--- config.mk ---
export PLATFORM = sky130hd
export DESIGN_NAME = seg14_scroll_mux
export DESIGN_NICKNAME = d
export VERILOG_FILES = /design/src/rtl/seg14_pkg.sv /design/src/rtl/seg14_scan_timer.sv /design/src/rtl/seg14_scroll_mux.sv
export SDC_FILE = /design/constraint.sdc
export NUM_CORES = 1
export LEC_CHECK = 0
export ABC_AREA = 0
export CAP_MARGIN = 20
export CELL_PAD_IN_SITES_DETAIL_PLACEMENT = 0
export CELL_PAD_IN_SITES_GLOBAL_PLACEMENT = 1
export CORE_MARGIN = 5
export CORE_UTILIZATION = 45
export DETAILED_ROUTE_END_ITERATION = 10
export DONT_BUFFER_PORTS = 1
export PLACE_DENSITY_LB_ADDON = 0.1
export SKIP_CTS_REPAIR_TIMING = 1
export SLEW_MARGIN = 5
export SYNTH_ARGS = -nofsm -noshare
export SYNTH_HDL_FRONTEND = slang
export SYNTH_HIERARCHICAL = 1
export SYNTH_SLANG_ARGS = --single-unit
--- constraint.sdc ---
create_clock -name clk -period 9.7 [get_ports clk]
set_clock_uncertainty 0.05 [all_clocks]
set_input_delay 1.455 -clock clk [delete_from_list [all_inputs] [get_ports clk]]
set_output_delay 1.455 -clock clk [all_outputs]
set_load 0.02 [all_outputs]
--- src/rtl/seg14_pkg.sv ---
// seg14 shared definitions: character codes, 14-segment glyphs, decoder.
// Segment order, MSB first: a b c d e f g1 g2 h i j k l m.
package seg14_pkg;

  typedef enum logic [5:0] {
    CH_SPACE,
    CH_A, CH_B, CH_C, CH_D, CH_E, CH_F, CH_G,
    CH_H, CH_I, CH_J, CH_K, CH_L, CH_M, CH_N,
    CH_O, CH_P, CH_Q, CH_R, CH_S, CH_T, CH_U,
    CH_V, CH_W, CH_X, CH_Y, CH_Z,
    CH_0, CH_1, CH_2, CH_3, CH_4,
    CH_5, CH_6, CH_7, CH_8, CH_9
  } char_e;

  localparam logic [13:0] G_SPACE = 14'b00000000000000;
  localparam logic [13:0] G_A = 14'b11101111000000;
  localparam logic [13:0] G_B = 14'b11110001010010;
  localparam logic [13:0] G_C = 14'b10011100000000;
  localparam logic [13:0] G_D = 14'b11110000010010;
  localparam logic [13:0] G_E = 14'b10011110000000;
  localparam logic [13:0] G_F = 14'b10001110000000;
  localparam logic [13:0] G_G = 14'b10111101000000;
  localparam logic [13:0] G_H = 14'b01101111000000;
  localparam logic [13:0] G_I = 14'b10010000010010;
  localparam logic [13:0] G_J = 14'b01111000000000;
  localparam logic [13:0] G_K = 14'b00001110001100;
  localparam logic [13:0] G_L = 14'b00011100000000;
  localparam logic [13:0] G_M = 14'b01101100101000;
  localparam logic [13:0] G_N = 14'b01101100100100;
  localparam logic [13:0] G_O = 14'b11111100000000;
  localparam logic [13:0] G_P = 14'b11001111000000;
  localparam logic [13:0] G_Q = 14'b11111100000100;
  localparam logic [13:0] G_R = 14'b11001111000100;
  localparam logic [13:0] G_S = 14'b10110111000000;
  localparam logic [13:0] G_T = 14'b10000000010010;
  localparam logic [13:0] G_U = 14'b01111100000000;
  localparam logic [13:0] G_V = 14'b00001100001001;
  localparam logic [13:0] G_W = 14'b01101100000101;
  localparam logic [13:0] G_X = 14'b00000000101101;
  localparam logic [13:0] G_Y = 14'b00000000101010;
  localparam logic [13:0] G_Z = 14'b10010000001001;
  localparam logic [13:0] G_0 = 14'b11111100001001;
  localparam logic [13:0] G_1 = 14'b01100000001000;
  localparam logic [13:0] G_2 = 14'b11011011000000;
  localparam logic [13:0] G_3 = 14'b11110001000000;
  localparam logic [13:0] G_4 = 14'b01100111000000;
  localparam logic [13:0] G_5 = 14'b10110111000000;
  localparam logic [13:0] G_6 = 14'b10111111000000;
  localparam logic [13:0] G_7 = 14'b11100000000000;
  localparam logic [13:0] G_8 = 14'b11111111000000;
  localparam logic [13:0] G_9 = 14'b11110111000000;

  // Codes 37..63 fall through to the blank glyph.
  function automatic logic [13:0] glyph(input logic [5:0] code);
    logic [13:0] g;
    case (char_e'(code))
      CH_A: g = G_A;
      CH_B: g = G_B;
      CH_C: g = G_C;
      CH_D: g = G_D;
      CH_E: g = G_E;
      CH_F: g = G_F;
      CH_G: g = G_G;
      CH_H: g = G_H;
      CH_I: g = G_I;
      CH_J: g = G_J;
      CH_K: g = G_K;
      CH_L: g = G_L;
      CH_M: g = G_M;
      CH_N: g = G_N;
      CH_O: g = G_O;
      CH_P: g = G_P;
      CH_Q: g = G_Q;
      CH_R: g = G_R;
      CH_S: g = G_S;
      CH_T: g = G_T;
      CH_U: g = G_U;
      CH_V: g = G_V;
      CH_W: g = G_W;
      CH_X: g = G_X;
      CH_Y: g = G_Y;
      CH_Z: g = G_Z;
      CH_0: g = G_0;
      CH_1: g = G_1;
      CH_2: g = G_2;
      CH_3: g = G_3;
      CH_4: g = G_4;
      CH_5: g = G_5;
      CH_6: g = G_6;
      CH_7: g = G_7;
      CH_8: g = G_8;
      CH_9: g = G_9;
      default: g = G_SPACE;
    endcase
    return g;
  endfunction

endpackage

--- src/rtl/seg14_scan_timer.sv ---
// seg14 scan timing: slot divider, digit index, frame tick, scroll pacing.
// Ports: enable_i/scroll_i in; slot_tick_o, d_o, frame_tick_o, scroll_step_o out.
module seg14_scan_timer #(
  parameter int N_DIGITS = 12,
  parameter int SCAN_DIV = 1,
  parameter int SCROLL_DIV = 64,
  localparam int DW = $clog2(N_DIGITS)
) (
  input  logic          clk,
  input  logic          rst,
  input  logic          enable_i,
  input  logic          scroll_i,
  output logic          slot_tick_o,
  output logic [DW-1:0] d_o,
  output logic          frame_tick_o,
  output logic          scroll_step_o
);

  localparam int CW = (SCAN_DIV > 1) ? $clog2(SCAN_DIV) : 1;
  localparam int FW = (SCROLL_DIV > 1) ? $clog2(SCROLL_DIV) : 1;
  localparam logic [CW-1:0] DIV_LAST = CW'(SCAN_DIV - 1);
  localparam logic [DW-1:0] D_LAST = DW'(N_DIGITS - 1);
  localparam logic [FW-1:0] F_LAST = FW'(SCROLL_DIV - 1);

  logic [CW-1:0] div_q, div_d;
  logic [DW-1:0] d_q, d_d;
  logic [FW-1:0] fcnt_q, fcnt_d;
  logic          ft_q;
  logic          frame_end;

  always_comb begin
    slot_tick_o = enable_i && (div_q == DIV_LAST);
    frame_end = slot_tick_o && (d_q == D_LAST);
    scroll_step_o = frame_end && scroll_i && (fcnt_q == F_LAST);

    div_d = div_q;
    if (enable_i) begin
      div_d = slot_tick_o ? '0 : div_q + CW'(1);
    end

    d_d = d_q;
    if (slot_tick_o) begin
      d_d = frame_end ? '0 : d_q + DW'(1);
    end

    // Frames only count while scrolling; leaving scroll mode restarts pacing.
    fcnt_d = fcnt_q;
    if (!scroll_i) begin
      fcnt_d = '0;
    end else if (frame_end) begin
      fcnt_d = scroll_step_o ? '0 : fcnt_q + FW'(1);
    end
  end

  always_ff @(posedge clk or posedge rst) begin
    if (rst) begin
      div_q <= '0;
      d_q <= '0;
      fcnt_q <= '0;
      ft_q <= 1'b0;
    end else begin
      div_q <= div_d;
      d_q <= d_d;
      fcnt_q <= fcnt_d;
      ft_q <= frame_end;
    end
  end

  assign d_o = d_q;
  assign frame_tick_o = ft_q;

endmodule

--- src/rtl/seg14_scroll_mux.sv ---
// seg14 multiplexed 14-segment driver with static and marquee modes.
// Ports: message write port, mode controls in; one-hot sel, segm, frame_tick out.
module seg14_scroll_mux
  import seg14_pkg::*;
#(
  parameter int N_DIGITS = 12,
  parameter int MSG_DEPTH = 32,
  parameter int SCAN_DIV = 1,
  parameter int SCROLL_DIV = 64,
  localparam int AW = $clog2(MSG_DEPTH),
  localparam int DW = $clog2(N_DIGITS)
) (
  input  logic                clk,
  input  logic                rst,
  input  logic                enable,
  input  logic                scroll,
  input  logic [AW:0]         msg_len,
  input  logic                wr_en,
  input  logic [AW-1:0]       wr_addr,
  input  logic [5:0]          wr_char,
  output logic [N_DIGITS-1:0] sel,
  output logic [13:0]         segm,
  output logic                frame_tick
);

  logic          slot_tick;
  logic [DW-1:0] d;
  logic          scroll_step;
  logic          frame_end;

  logic [5:0]    mem_q [MSG_DEPTH];
  logic [AW-1:0] ptr_q, ptr_d;
  logic [AW-1:0] off_q, off_d;
  logic [AW:0]   ptr_inc, off_inc;
  logic [AW-1:0] rd_idx;
  logic          show;
  logic [13:0]   glyph_w;

  logic [N_DIGITS-1:0] sel_q, sel_d;
  logic [13:0]         segm_q, segm_d;

  seg14_scan_timer #(
    .N_DIGITS  (N_DIGITS),
    .SCAN_DIV  (SCAN_DIV),
    .SCROLL_DIV(SCROLL_DIV)
  ) u_timer (
    .clk          (clk),
    .rst          (rst),
    .enable_i     (enable),
    .scroll_i     (scroll),
    .slot_tick_o  (slot_tick),
    .d_o          (d),
    .frame_tick_o (frame_tick),
    .scroll_step_o(scroll_step)
  );

  // Pointers wrap by compare against msg_len, so no modulo is needed.
  always_comb begin
    frame_end = slot_tick && (d == DW'(N_DIGITS - 1));
    ptr_inc = {1'b0, ptr_q} + (AW+1)'(1);
    off_inc = {1'b0, off_q} + (AW+1)'(1);

    off_d = off_q;
    if (!scroll) begin
      off_d = '0;
    end else if (scroll_step) begin
      off_d = (off_inc >= msg_len) ? '0 : off_inc[AW-1:0];
    end else if (frame_end && ({1'b0, off_q} >= msg_len)) begin
      off_d = '0;
    end

    // The next frame starts at the offset that takes effect this edge.
    ptr_d = ptr_q;
    if (slot_tick) begin
      if (frame_end) begin
        ptr_d = off_d;
      end else begin
        ptr_d = (ptr_inc >= msg_len) ? '0 : ptr_inc[AW-1:0];
      end
    end
  end

  // Reads see the pre-edge buffer, so a same-cycle write shows next scan.
  always_comb begin
    rd_idx = scroll ? ptr_q : AW'(d);
    show = (msg_len != '0) && (scroll || ((AW+1)'(d) < msg_len));
    glyph_w = show ? glyph(mem_q[rd_idx]) : G_SPACE;

    sel_d = '0;
    segm_d = '0;
    if (enable) begin
      sel_d = N_DIGITS'(1) << d;
      segm_d = glyph_w;
    end
  end

  always_ff @(posedge clk or posedge rst) begin
    if (rst) begin
      for (int i = 0; i < MSG_DEPTH; i++) begin
        mem_q[i] <= '0;
      end
    end else if (wr_en) begin
      mem_q[wr_addr] <= wr_char;
    end
  end

  always_ff @(posedge clk or posedge rst) begin
    if (rst) begin
      ptr_q <= '0;
      off_q <= '0;
      sel_q <= '0;
      segm_q <= '0;
    end else begin
      ptr_q <= ptr_d;
      off_q <= off_d;
      sel_q <= sel_d;
      segm_q <= segm_d;
    end
  end

  assign sel = sel_q;
  assign segm = segm_q;

endmodule

==> report_table.html, run 1 <==
<table>
<tr><th>Metric</th><th>Value</th></tr>
<tr><th colspan="2">Pwr</th></tr>
<tr><td>Cell internal power dissipation</td><td>2430 uW</td></tr>
<tr><td>Part of the total power dissipated in sequential elements</td><td>0.352</td></tr>
<tr><td>Post-layout total power</td><td>3940 uW</td></tr>
<tr><td>Clock share of power</td><td>0.255</td></tr>
<tr><td>Proportion of total power due to net switching</td><td>0.383</td></tr>
<tr><td>Power density normalized to cell area</td><td>293 mW/mm2</td></tr>
<tr><td>Leakage dissipation</td><td>0.00600 uW</td></tr>
<tr><td>Power share of the combinational group</td><td>0.393</td></tr>
<tr><td>Power dissipated by switching net loads</td><td>1510 uW</td></tr>
<tr><td>VDD IR-drop max</td><td>0.136 mV</td></tr>
<tr><th colspan="2">STA</th></tr>
<tr><td>Relative slew margins</td><td>0.279</td></tr>
<tr><td>Period Utilization, post-route</td><td>0.429</td></tr>
<tr><td>Worst slew pin tran</td><td>1.07 ns</td></tr>
<tr><td>Final hold viol count</td><td>0</td></tr>
<tr><td>Min Clock Period, post-route</td><td>4.17 ns</td></tr>
<tr><td>Highest Clock Rate</td><td>0.240 GHz</td></tr>
<tr><td>Setup repair after global routing missed its margin</td><td>no</td></tr>
<tr><td>Final count of pins violating max slew</td><td>0</td></tr>
<tr><td># setup viols final</td><td>0</td></tr>
<tr><td>Post-route setup TNS</td><td>0 ns</td></tr>
<tr><th colspan="2">Layout</th></tr>
<tr><td>Post-layout net count</td><td>1123</td></tr>
<tr><td>Area delta synth-&gt;final</td><td>8.46%</td></tr>
<tr><td>Antenna diode count</td><td>0</td></tr>
<tr><td>Multi-input combinational cell area</td><td>0.00597 mm2</td></tr>
<tr><td>Fraction of final layout cells sized beyond drive strength 1</td><td>0.256</td></tr>
<tr><td>Sequential cell area</td><td>0.00601 mm2</td></tr>
<tr><td>Total of fill cells in the finished design</td><td>2506</td></tr>
<tr><th colspan="2">Worst setup path</th></tr>
<tr><td>Data arrival time at the worst-slack endpoint</td><td>4.56 ns</td></tr>
<tr><td>Type of origin of the critical path</td><td>input port</td></tr>
<tr><td>Critical setup path kind</td><td>input port to flip-flop</td></tr>
<tr><td>Stage delay of the slowest cell on the critical path</td><td>0.65 ns</td></tr>
<tr><td>Worst setup path start</td><td>scroll</td></tr>
<tr><td>Source of the worst register-to-register timing path</td><td>u_timer/d_o[0]$_DFFE_PP0P_</td></tr>
<tr><td>Number of cell instances on the worst register-to-register path</td><td>10</td></tr>
<tr><td>Highest fanout seen on the critical path</td><td>53</td></tr>
<tr><td>Worst endpoint required time</td><td>10.09 ns</td></tr>
<tr><td>Highest-delay cell along the critical path</td><td>mux2_4</td></tr>
<tr><td>Crit end category</td><td>flip-flop</td></tr>
<tr><td>Destination of the critical timing path</td><td>segm[10]$_DFF_PP0_</td></tr>
<tr><td>Slack of the worst reg-to-reg path</td><td>5.62 ns</td></tr>
<tr><td>FF-to-FF End</td><td>segm[10]$_DFF_PP0_</td></tr>
<tr><td>Crit path cell chain</td><td>mux2_4 &gt; mux2i_1 &gt; a32oi_1 &gt; nand4_1 &gt; nand4_1 &gt; ha_1 &gt; and2_1 &gt; mux2i_1 &gt; o21ai_1 &gt; a221oi_2</td></tr>
<tr><th colspan="2">GRT</th></tr>
<tr><td>Global routing usage summed across all routing layers</td><td>0.205</td></tr>
<tr><td>Wire length of the first global-routing pass</td><td>50.2 mm</td></tr>
<tr><td>Antenna violations before repair</td><td>0</td></tr>
<tr><td>Via count of the first global-routing pass</td><td>8375</td></tr>
<tr><td>Largest net degree at the start of global routing</td><td>110</td></tr>
<tr><td>Sum of overflow across all layers after global routing</td><td>0</td></tr>
<tr><th colspan="2">Clock tree</th></tr>
<tr><td>Longest Clk Path Bufs</td><td>3</td></tr>
<tr><td>Clock sinks</td><td>240</td></tr>
<tr><td>CTS tree</td><td>done</td></tr>
<tr><td>Clock root buffer master</td><td>clkbuf_16</td></tr>
<tr><td>H-tree lvl count</td><td>1</td></tr>
<tr><td>Worst-skew pair later-pin latency</td><td>0.54 ns</td></tr>
<tr><td>Clk slew on worst S/H paths</td><td>0.06 ns</td></tr>
<tr><td>Clock buffer count from CTS</td><td>28</td></tr>
<tr><th colspan="2">Run</th></tr>
<tr><td>Number of max-cap violations</td><td>0</td></tr>
<tr><th colspan="2">Routing</th></tr>
<tr><td>Overall via count from detail_route</td><td>8246</td></tr>
<tr><td>Total Routed Length</td><td>31.2 mm</td></tr>
<tr><td>Post-DRT Antenna Nets</td><td>0</td></tr>
<tr><td>Wire per inst</td><td>21.8 um</td></tr>
<tr><td>First-pass DRT Iterations</td><td>5</td></tr>
<tr><td>Number of design rule violations left after detail routing</td><td>0</td></tr>
<tr><td>Detail-routed via count per cell</td><td>5.77</td></tr>
<tr><td>Detailed router's first-iteration violation count</td><td>460</td></tr>
<tr><th colspan="2">Die</th></tr>
<tr><td>Rows</td><td>60</td></tr>
<tr><td>Chip width</td><td>176 um</td></tr>
<tr><td>Height of the die</td><td>176 um</td></tr>
<tr><td>Core area</td><td>0.0270 mm2</td></tr>
<tr><td>Initial Utilization</td><td>0.459</td></tr>
<tr><td>Die area</td><td>0.0310 mm2</td></tr>
<tr><td>Number of top-level pins</td><td>49</td></tr>
<tr><th colspan="2">Min path</th></tr>
<tr><td>Type of the worst min-delay path</td><td>flip-flop to flip-flop</td></tr>
<tr><td>Hold path startpoint</td><td>mem_q[69]$_DFFE_PP0P_</td></tr>
<tr><th colspan="2">Synthesis</th></tr>
<tr><td>Mean area per synthesized cell</td><td>11.4 um2</td></tr>
<tr><td>Number of standard cells after synthesis</td><td>1091</td></tr>
<tr><td>Count of different cell masters after synthesis</td><td>75</td></tr>
<tr><td>Syn Std Cell Area</td><td>0.0124 mm2</td></tr>
<tr><td>Register bit count reported by yosys</td><td>240</td></tr>
<tr><td>Post-Synthesis Net Count</td><td>1144</td></tr>
<tr><td>Async S/R FF share, synth</td><td>1.00</td></tr>
<tr><td>Sequential cell area fraction in the yosys report</td><td>0.485</td></tr>
<tr><td>Count of flip-flops with a built-in enable after synthesis</td><td>0</td></tr>
<tr><td>Ys flop type</td><td>dfrtp_1</td></tr>
<tr><td>YS warnings</td><td>6</td></tr>
<tr><th colspan="2">Place</th></tr>
<tr><td>Port-buffer cells</td><td>0</td></tr>
<tr><td>GPL Wtd Cong</td><td>0.810</td></tr>
<tr><td>HPWL after detailed placement</td><td>20.3 mm</td></tr>
<tr><th colspan="2">Run status</th></tr>
<tr><td>Run status</td><td>finished, final reports clean</td></tr>
</table>
==> cell usage after synthesis, types with 3 or more instances <==
cell / n / area, um2
mux2i_4: 3 / 67.6
xnor2_1: 5 / 43.8
o21ai_0: 22 / 110
ha_1: 31 / 388
or4_1: 4 / 30.0
nand2_1: 154 / 578
o21a_1: 6 / 45.0
xor2_1: 3 / 26.3
a21o_1: 11 / 82.6
or2_2: 3 / 18.8
inv_1: 23 / 86.3
clkbuf_1: 24 / 90.1
mux2_2: 195 / 2200
o21ai_1: 5 / 25.0
o31ai_1: 3 / 22.5
mux2i_1: 29 / 290
mux4_1: 3 / 78.8
buf_2: 19 / 95.1
a221o_1: 4 / 40.0
and3_1: 4 / 25.0
and2_1: 4 / 25.0
a31oi_1: 17 / 106
o22ai_1: 3 / 18.8
dfrtp_1: 240 / 6010
nand4_1: 16 / 100
nor3_1: 11 / 55.1
nand3_1: 58 / 290
nand2b_1: 14 / 87.6
nor2_1: 48 / 180
nor2b_1: 10 / 62.6
a211oi_1: 5 / 37.5
buf_6: 9 / 101
nand3b_1: 10 / 75.1
o211ai_1: 3 / 22.5
nor3b_1: 5 / 37.5
a32oi_1: 7 / 61.3
mux4_2: 9 / 203
buf_4: 6 / 45.0
a21oi_1: 20 / 100
==> area by class of cell <==
type	count	area share
multi-input combinational	768	0.444
timing repair buffer	7	0.00391
sequential	240	0.447
clock buffer	45	0.0636
clock inverter	4	0.00233
tap	341	0.0317
inverter	25	0.00754
==> metal layers <==
metal	part of all wire	global-route usage	vias up
met3	0.046	0.0407	41
met5	0	0	-
li1	-	-	3867
met1	0.46	0.293	4191
met2	0.47	0.328	147
met4	0.020	0.0452	0
==> cells in the final DEF (no fill, tap or decap), drive strengths merged, types with 20 or more instances in the layout <==
| cell | Yosys | routed |
|---|---|---|
| clkbuf | 24 | 45 |
| a21oi | 20 | 20 |
| mux2 | 197 | 197 |
| inv | 24 | 24 |
| mux2i | 32 | 32 |
| nand2 | 155 | 155 |
| dfrtp | 240 | 240 |
| nand3 | 59 | 59 |
| ha | 31 | 31 |
| nor2 | 48 | 48 |
| o21ai | 27 | 27 |
==> state kept, by name (all words and copies together), names as in the netlist <==
signal                cells
mem_q                   192
sel                      12
u_timer/fcnt_q            6
u_timer/d_o               4
off_q                     5
u_timer/div_q             1
segm                     14
u_timer/frame_tick_o      1
ptr_q                     5
==> power by group through the flow <==
| stage | combinational [uW] | clock [uW] | sequential [uW] |
|---|---|---|---|
| after floorplan | 1260 | 0 | 1340 |
| after global placement | 1550 | 0 | 1410 |
| after detailed placement | 1540 | 0 | 1410 |
| after CTS | 1550 | 1030 | 1390 |
| after global routing | 1720 | 1080 | 1420 |
| final | 1550 | 1010 | 1390 |
==> worst min path at each step <==
stage,slack (ns),end,depth (start not counted)
2_1_floorplan,0.42,mem_q[178]$_DFFE_PP0P_,1
3_3_place_gp,0.43,mem_q[154]$_DFFE_PP0P_,1
3_5_place_dp,0.44,mem_q[178]$_DFFE_PP0P_,1
4_1_cts,0.45,mem_q[69]$_DFFE_PP0P_,1
5_1_grt,0.45,mem_q[69]$_DFFE_PP0P_,1
6_report,0.45,mem_q[69]$_DFFE_PP0P_,1
==> cell families after synthesis <==
group                    Yosys count  share of synthesized area
buffers and inverters             83                     0.0343
adder cells (fa/ha/maj)           31                     0.0313
AND/OR/NAND/NOR                  360                      0.141
flip-flops                       240                      0.485
XOR/XNOR                           8                    0.00565
multiplexers                     241                      0.231
AO/OA/AOI/OAI                    128                     0.0716
==> worst max-delay path, delay by kind of cell <==
kind,cells,cell delay [ns]
AOI/OAI and AO/OA,3,0.46
and+or+nand+nor,3,0.84
muxes,3,1.10
adders and majority gates,1,0.63
==> through the flow <==
stage,worst slack [ns],utilization,area (um2),hold WS (ns),cells
floorplan,1.95,-,12400,0.420,1091
global placement,5.06,0.465,12600,0.429,1381
finish,5.53,0.497,13400,0.446,1430
global route,5.37,0.497,13400,0.455,1430
detailed placement,5.08,0.465,12600,0.436,1381
CTS,5.65,0.497,13400,0.451,1430
(Power assumes the default switching activity.)
==> inputs of run 2 (changes only) <==
clock period = 4.3 ns   (was 9.7 ns; I/O delays follow)
==> run 2 against run 1 <==
Clock power up 130%. Largest cell class unchanged. Clock-buffer cell count is 3 lower. Via count is 2.1% higher. Sequential share of layout area down 0.70 points. Utilization rose by 0.79 points. Largest power group unchanged. Critical path depth up 2. Sequential power up 120%. Cell count grew 1.4%.
==> report_table.html, run 2 (synthesized netlist as in run 1, its figures left out) <==
<table>
<tr><th>Metric</th><th>Value</th></tr>
<tr><th colspan="2">GRT</th></tr>
<tr><td>Antenna violations before repair</td><td>0 (unchanged)</td></tr>
<tr><td>Global routing usage summed across all routing layers</td><td>0.207 (+0.00155)</td></tr>
<tr><td>Sum of overflow across all layers after global routing</td><td>0 (unchanged)</td></tr>
<tr><td>Wire length of the first global-routing pass</td><td>50.8 mm (+1.2%)</td></tr>
<tr><td>Via count of the first global-routing pass</td><td>8469 (+1.1%)</td></tr>
<tr><td>Largest net degree at the start of global routing</td><td>135 (+23%)</td></tr>
<tr><th colspan="2">Worst setup path</th></tr>
<tr><td>Highest-delay cell along the critical path</td><td>a21o_1</td></tr>
<tr><td>Stage delay of the slowest cell on the critical path</td><td>0.52 ns (-0.13 ns)</td></tr>
<tr><td>Type of origin of the critical path</td><td>flip-flop</td></tr>
<tr><td>Crit end category</td><td>flip-flop</td></tr>
<tr><td>Crit path cell chain</td><td>buf_4 &gt; nor3_1 &gt; a21o_1 &gt; nand3_1 &gt; nand4_1 &gt; nand4_2 &gt; inv_1 &gt; ha_1 &gt; inv_1 &gt; and2_1 &gt; o21ai_1 &gt; o221a_2</td></tr>
<tr><td>Critical setup path kind</td><td>flip-flop to flip-flop</td></tr>
<tr><td>Worst setup path start</td><td>u_timer/d_o[0]$_DFFE_PP0P_</td></tr>
<tr><td>Highest fanout seen on the critical path</td><td>14 (-74%)</td></tr>
<tr><td>Data arrival time at the worst-slack endpoint</td><td>3.98 ns (-0.58 ns)</td></tr>
<tr><td>Cell mode on critical path</td><td>inv_1</td></tr>
<tr><td>Worst endpoint required time</td><td>4.73 ns (-5.36 ns)</td></tr>
<tr><td>Source of the worst register-to-register timing path</td><td>u_timer/d_o[0]$_DFFE_PP0P_</td></tr>
<tr><th colspan="2">STA</th></tr>
<tr><td>Post-layout worst setup margin</td><td>0.754 ns (-4.78 ns)</td></tr>
<tr><td>Period Utilization, post-route</td><td>0.825</td></tr>
<tr><td>Post-route setup TNS</td><td>0 ns (unchanged)</td></tr>
<tr><td>Worst slew pin tran</td><td>0.937 ns (-0.133 ns)</td></tr>
<tr><td>Min Clock Period, post-route</td><td>3.55 ns</td></tr>
<tr><td># setup viols final</td><td>0 (unchanged)</td></tr>
<tr><td>Setup repair after global routing missed its margin</td><td>no</td></tr>
<tr><td>Final count of pins violating max slew</td><td>0 (unchanged)</td></tr>
<tr><td>Final hold viol count</td><td>0 (unchanged)</td></tr>
<tr><td>Highest Clock Rate</td><td>0.282 GHz</td></tr>
<tr><td>Relative slew margins</td><td>0.369 (+0.0896)</td></tr>
<tr><th colspan="2">Layout</th></tr>
<tr><td>Antenna diode count</td><td>0 (unchanged)</td></tr>
<tr><td>Fraction of final layout cells sized beyond drive strength 1</td><td>0.271 (+0.0143)</td></tr>
<tr><td>Commonest non-fill, non-tap cells in the layout</td><td>240 x dfrtp_1, 195 x mux2_2, 154 x nand2_1</td></tr>
<tr><td>Post-layout net count</td><td>1141 (+1.6%)</td></tr>
<tr><td>Commonest non-fill, non-tap cell in the layout</td><td>dfrtp_1</td></tr>
<tr><td>Number of flip-flops under the largest register name</td><td>192 (unchanged)</td></tr>
<tr><td>Total of fill cells in the finished design</td><td>2456 (-2.0%)</td></tr>
<tr><td>Area delta synth-&gt;final</td><td>10.2%</td></tr>
<tr><td>Register containing the most flip-flops in the final layout</td><td>mem_q</td></tr>
<tr><th colspan="2">Routing</th></tr>
<tr><td>Detail-routed via count per cell</td><td>5.81 (+0.73%)</td></tr>
<tr><td>Total Routed Length</td><td>32.0 mm (+2.4%)</td></tr>
<tr><td>Number of design rule violations left after detail routing</td><td>0 (unchanged)</td></tr>
<tr><td>Wire per inst</td><td>22.0 um (+0.94%)</td></tr>
<tr><td>Detailed router's first-iteration violation count</td><td>610 (+33%)</td></tr>
<tr><td>Overall via count from detail_route</td><td>8422 (+2.1%)</td></tr>
<tr><td>First-pass DRT Iterations</td><td>5 (unchanged)</td></tr>
<tr><td>Post-DRT Antenna Nets</td><td>0 (unchanged)</td></tr>
<tr><th colspan="2">Clock tree</th></tr>
<tr><td>Clock sinks</td><td>240 (unchanged)</td></tr>
<tr><td>H-tree lvl count</td><td>1 (unchanged)</td></tr>
<tr><td>Clock buffer count from CTS</td><td>28 (unchanged)</td></tr>
<tr><td>Clk slew on worst S/H paths</td><td>0.06 ns (about the same)</td></tr>
<tr><td>Longest Clk Path Bufs</td><td>3 (unchanged)</td></tr>
<tr><td>Clock root buffer master</td><td>clkbuf_16</td></tr>
<tr><td>Worst-skew pair later-pin latency</td><td>0.55 ns (about the same)</td></tr>
<tr><td>CTS tree</td><td>done</td></tr>
<tr><th colspan="2">Place</th></tr>
<tr><td>Post-Place Worst Slack</td><td>0.685 ns (-4.40 ns)</td></tr>
<tr><td>GPL Wtd Cong</td><td>0.797 (-1.6%)</td></tr>
<tr><td>Port-buffer cells</td><td>0 (unchanged)</td></tr>
<tr><td>HPWL after detailed placement</td><td>21.2 mm (+4.8%)</td></tr>
<tr><th colspan="2">Pwr</th></tr>
<tr><td>Part of the total power dissipated in sequential elements</td><td>0.337 (-0.015)</td></tr>
<tr><td>VDD IR-drop max</td><td>0.286 mV (+110%)</td></tr>
<tr><td>Proportion of total power due to net switching</td><td>0.380 (-0.00296)</td></tr>
<tr><td>Power density normalized to cell area</td><td>672 mW/mm2 (+130%)</td></tr>
<tr><td>Leakage dissipation</td><td>0.00612 uW (+2.1%)</td></tr>
<tr><td>Cell internal power dissipation</td><td>5690 uW (+130%)</td></tr>
<tr><td>Power share of the combinational group</td><td>0.405 (+0.012)</td></tr>
<tr><td>Clock share of power</td><td>0.258 (+0.003)</td></tr>
<tr><td>Power dissipated by switching net loads</td><td>3480 uW (+130%)</td></tr>
<tr><th colspan="2">Min path</th></tr>
<tr><td>Type of the worst min-delay path</td><td>input port to flip-flop</td></tr>
<tr><td>Hold path startpoint</td><td>wr_char[1]</td></tr>
<tr><th colspan="2">Run status</th></tr>
<tr><td>Run status</td><td>finished, final reports clean</td></tr>
<tr><th colspan="2">Die</th></tr>
<tr><td>Number of top-level pins</td><td>49 (unchanged)</td></tr>
<tr><td>Height of the die</td><td>176 um (unchanged)</td></tr>
<tr><td>Initial Utilization</td><td>0.459 (unchanged)</td></tr>
<tr><td>Chip width</td><td>176 um (unchanged)</td></tr>
<tr><td>Core area</td><td>0.0270 mm2 (unchanged)</td></tr>
<tr><td>Rows</td><td>60 (unchanged)</td></tr>
<tr><td>Die area</td><td>0.0310 mm2 (unchanged)</td></tr>
<tr><th colspan="2">Run</th></tr>
<tr><td>Number of max-cap violations</td><td>0 (unchanged)</td></tr>
</table>
## run 2: cell count changes in the layout (fill, tap and decap cells not counted), moves of 2 or more
| cell | before | now |
|---|---|---|
| buf_4 | 7 | 21 |
| clkinv_2 | 3 | 7 |
| clkbuf_1 | 8 | 4 |
| buf_12 | 0 | 3 |
| o21ai_2 | 2 | 0 |
| o21ai_1 | 3 | 5 |
## run 2: area by class of cell
type	instances	area (um2)	share of cell area
clock inverters	9	81.3	0.00596
inverters	25	97.6	0.00715
clock buffers	42	853	0.0625
flip-flops and latches	240	6010	0.440
well taps	341	427	0.0312
multi-input cells	768	5960	0.437
repair buffers	25	228	0.0167
## run 2: worst paths after layout
kind                       cells past startpoint  slack (ns)                            end
min reg2reg                                    1        0.45         mem_q[153]$_DFFE_PP0P_
max                                           12        0.75             segm[13]$_DFF_PP0_
max reg2reg                                   12        0.75             segm[13]$_DFF_PP0_
min in group asynchronous                      2        0.59  u_timer/fcnt_q[2]$_DFFE_PP0P_
max in group asynchronous                      3        2.51         mem_q[123]$_DFFE_PP0P_
min                                            1        0.19         mem_q[121]$_DFFE_PP0P_
## run 2: critical path, delay by kind of cell, from the launching register on
kind            cells  cell delay, ns
simple gates        5            1.01
compound gates      3            1.03
buf+inv             3            0.65
fa+ha+maj           1            0.26
flops               1            0.45
## run 2: power groups by stage
stage          registers, uW  logic (uW)  clock network (uW)
5_1_grt                 3150        4090                2530
2_1_floorplan           3020        2840                   0
4_1_cts                 3090        3710                2440
3_3_place_gp            3120        3730                   0
3_5_place_dp            3130        3700                   0
6_report                3090        3720                2370
## run 2: stage by stage
stage,utilization,hold WS (ns),power (uW),cell area (um2),std cells
finish,0.505,0.194,9170,13700,1450
global route,0.505,0.165,9760,13700,1450
CTS,0.505,-0.0451,9250,13600,1449
detailed placement,0.470,0.437,6830,12700,1398
global placement,0.470,0.433,6850,12700,1398
floorplan,-,0.420,5860,12400,1091
## run 2: routing by layer
layer / global-route usage / share of wire / up-vias
met5: 0 / 0 / -
met4: 0.0455 / 0.022 / 0
met3: 0.0345 / 0.042 / 50
met2: 0.326 / 0.46 / 159
met1: 0.304 / 0.48 / 4303
li1: - / - / 3910
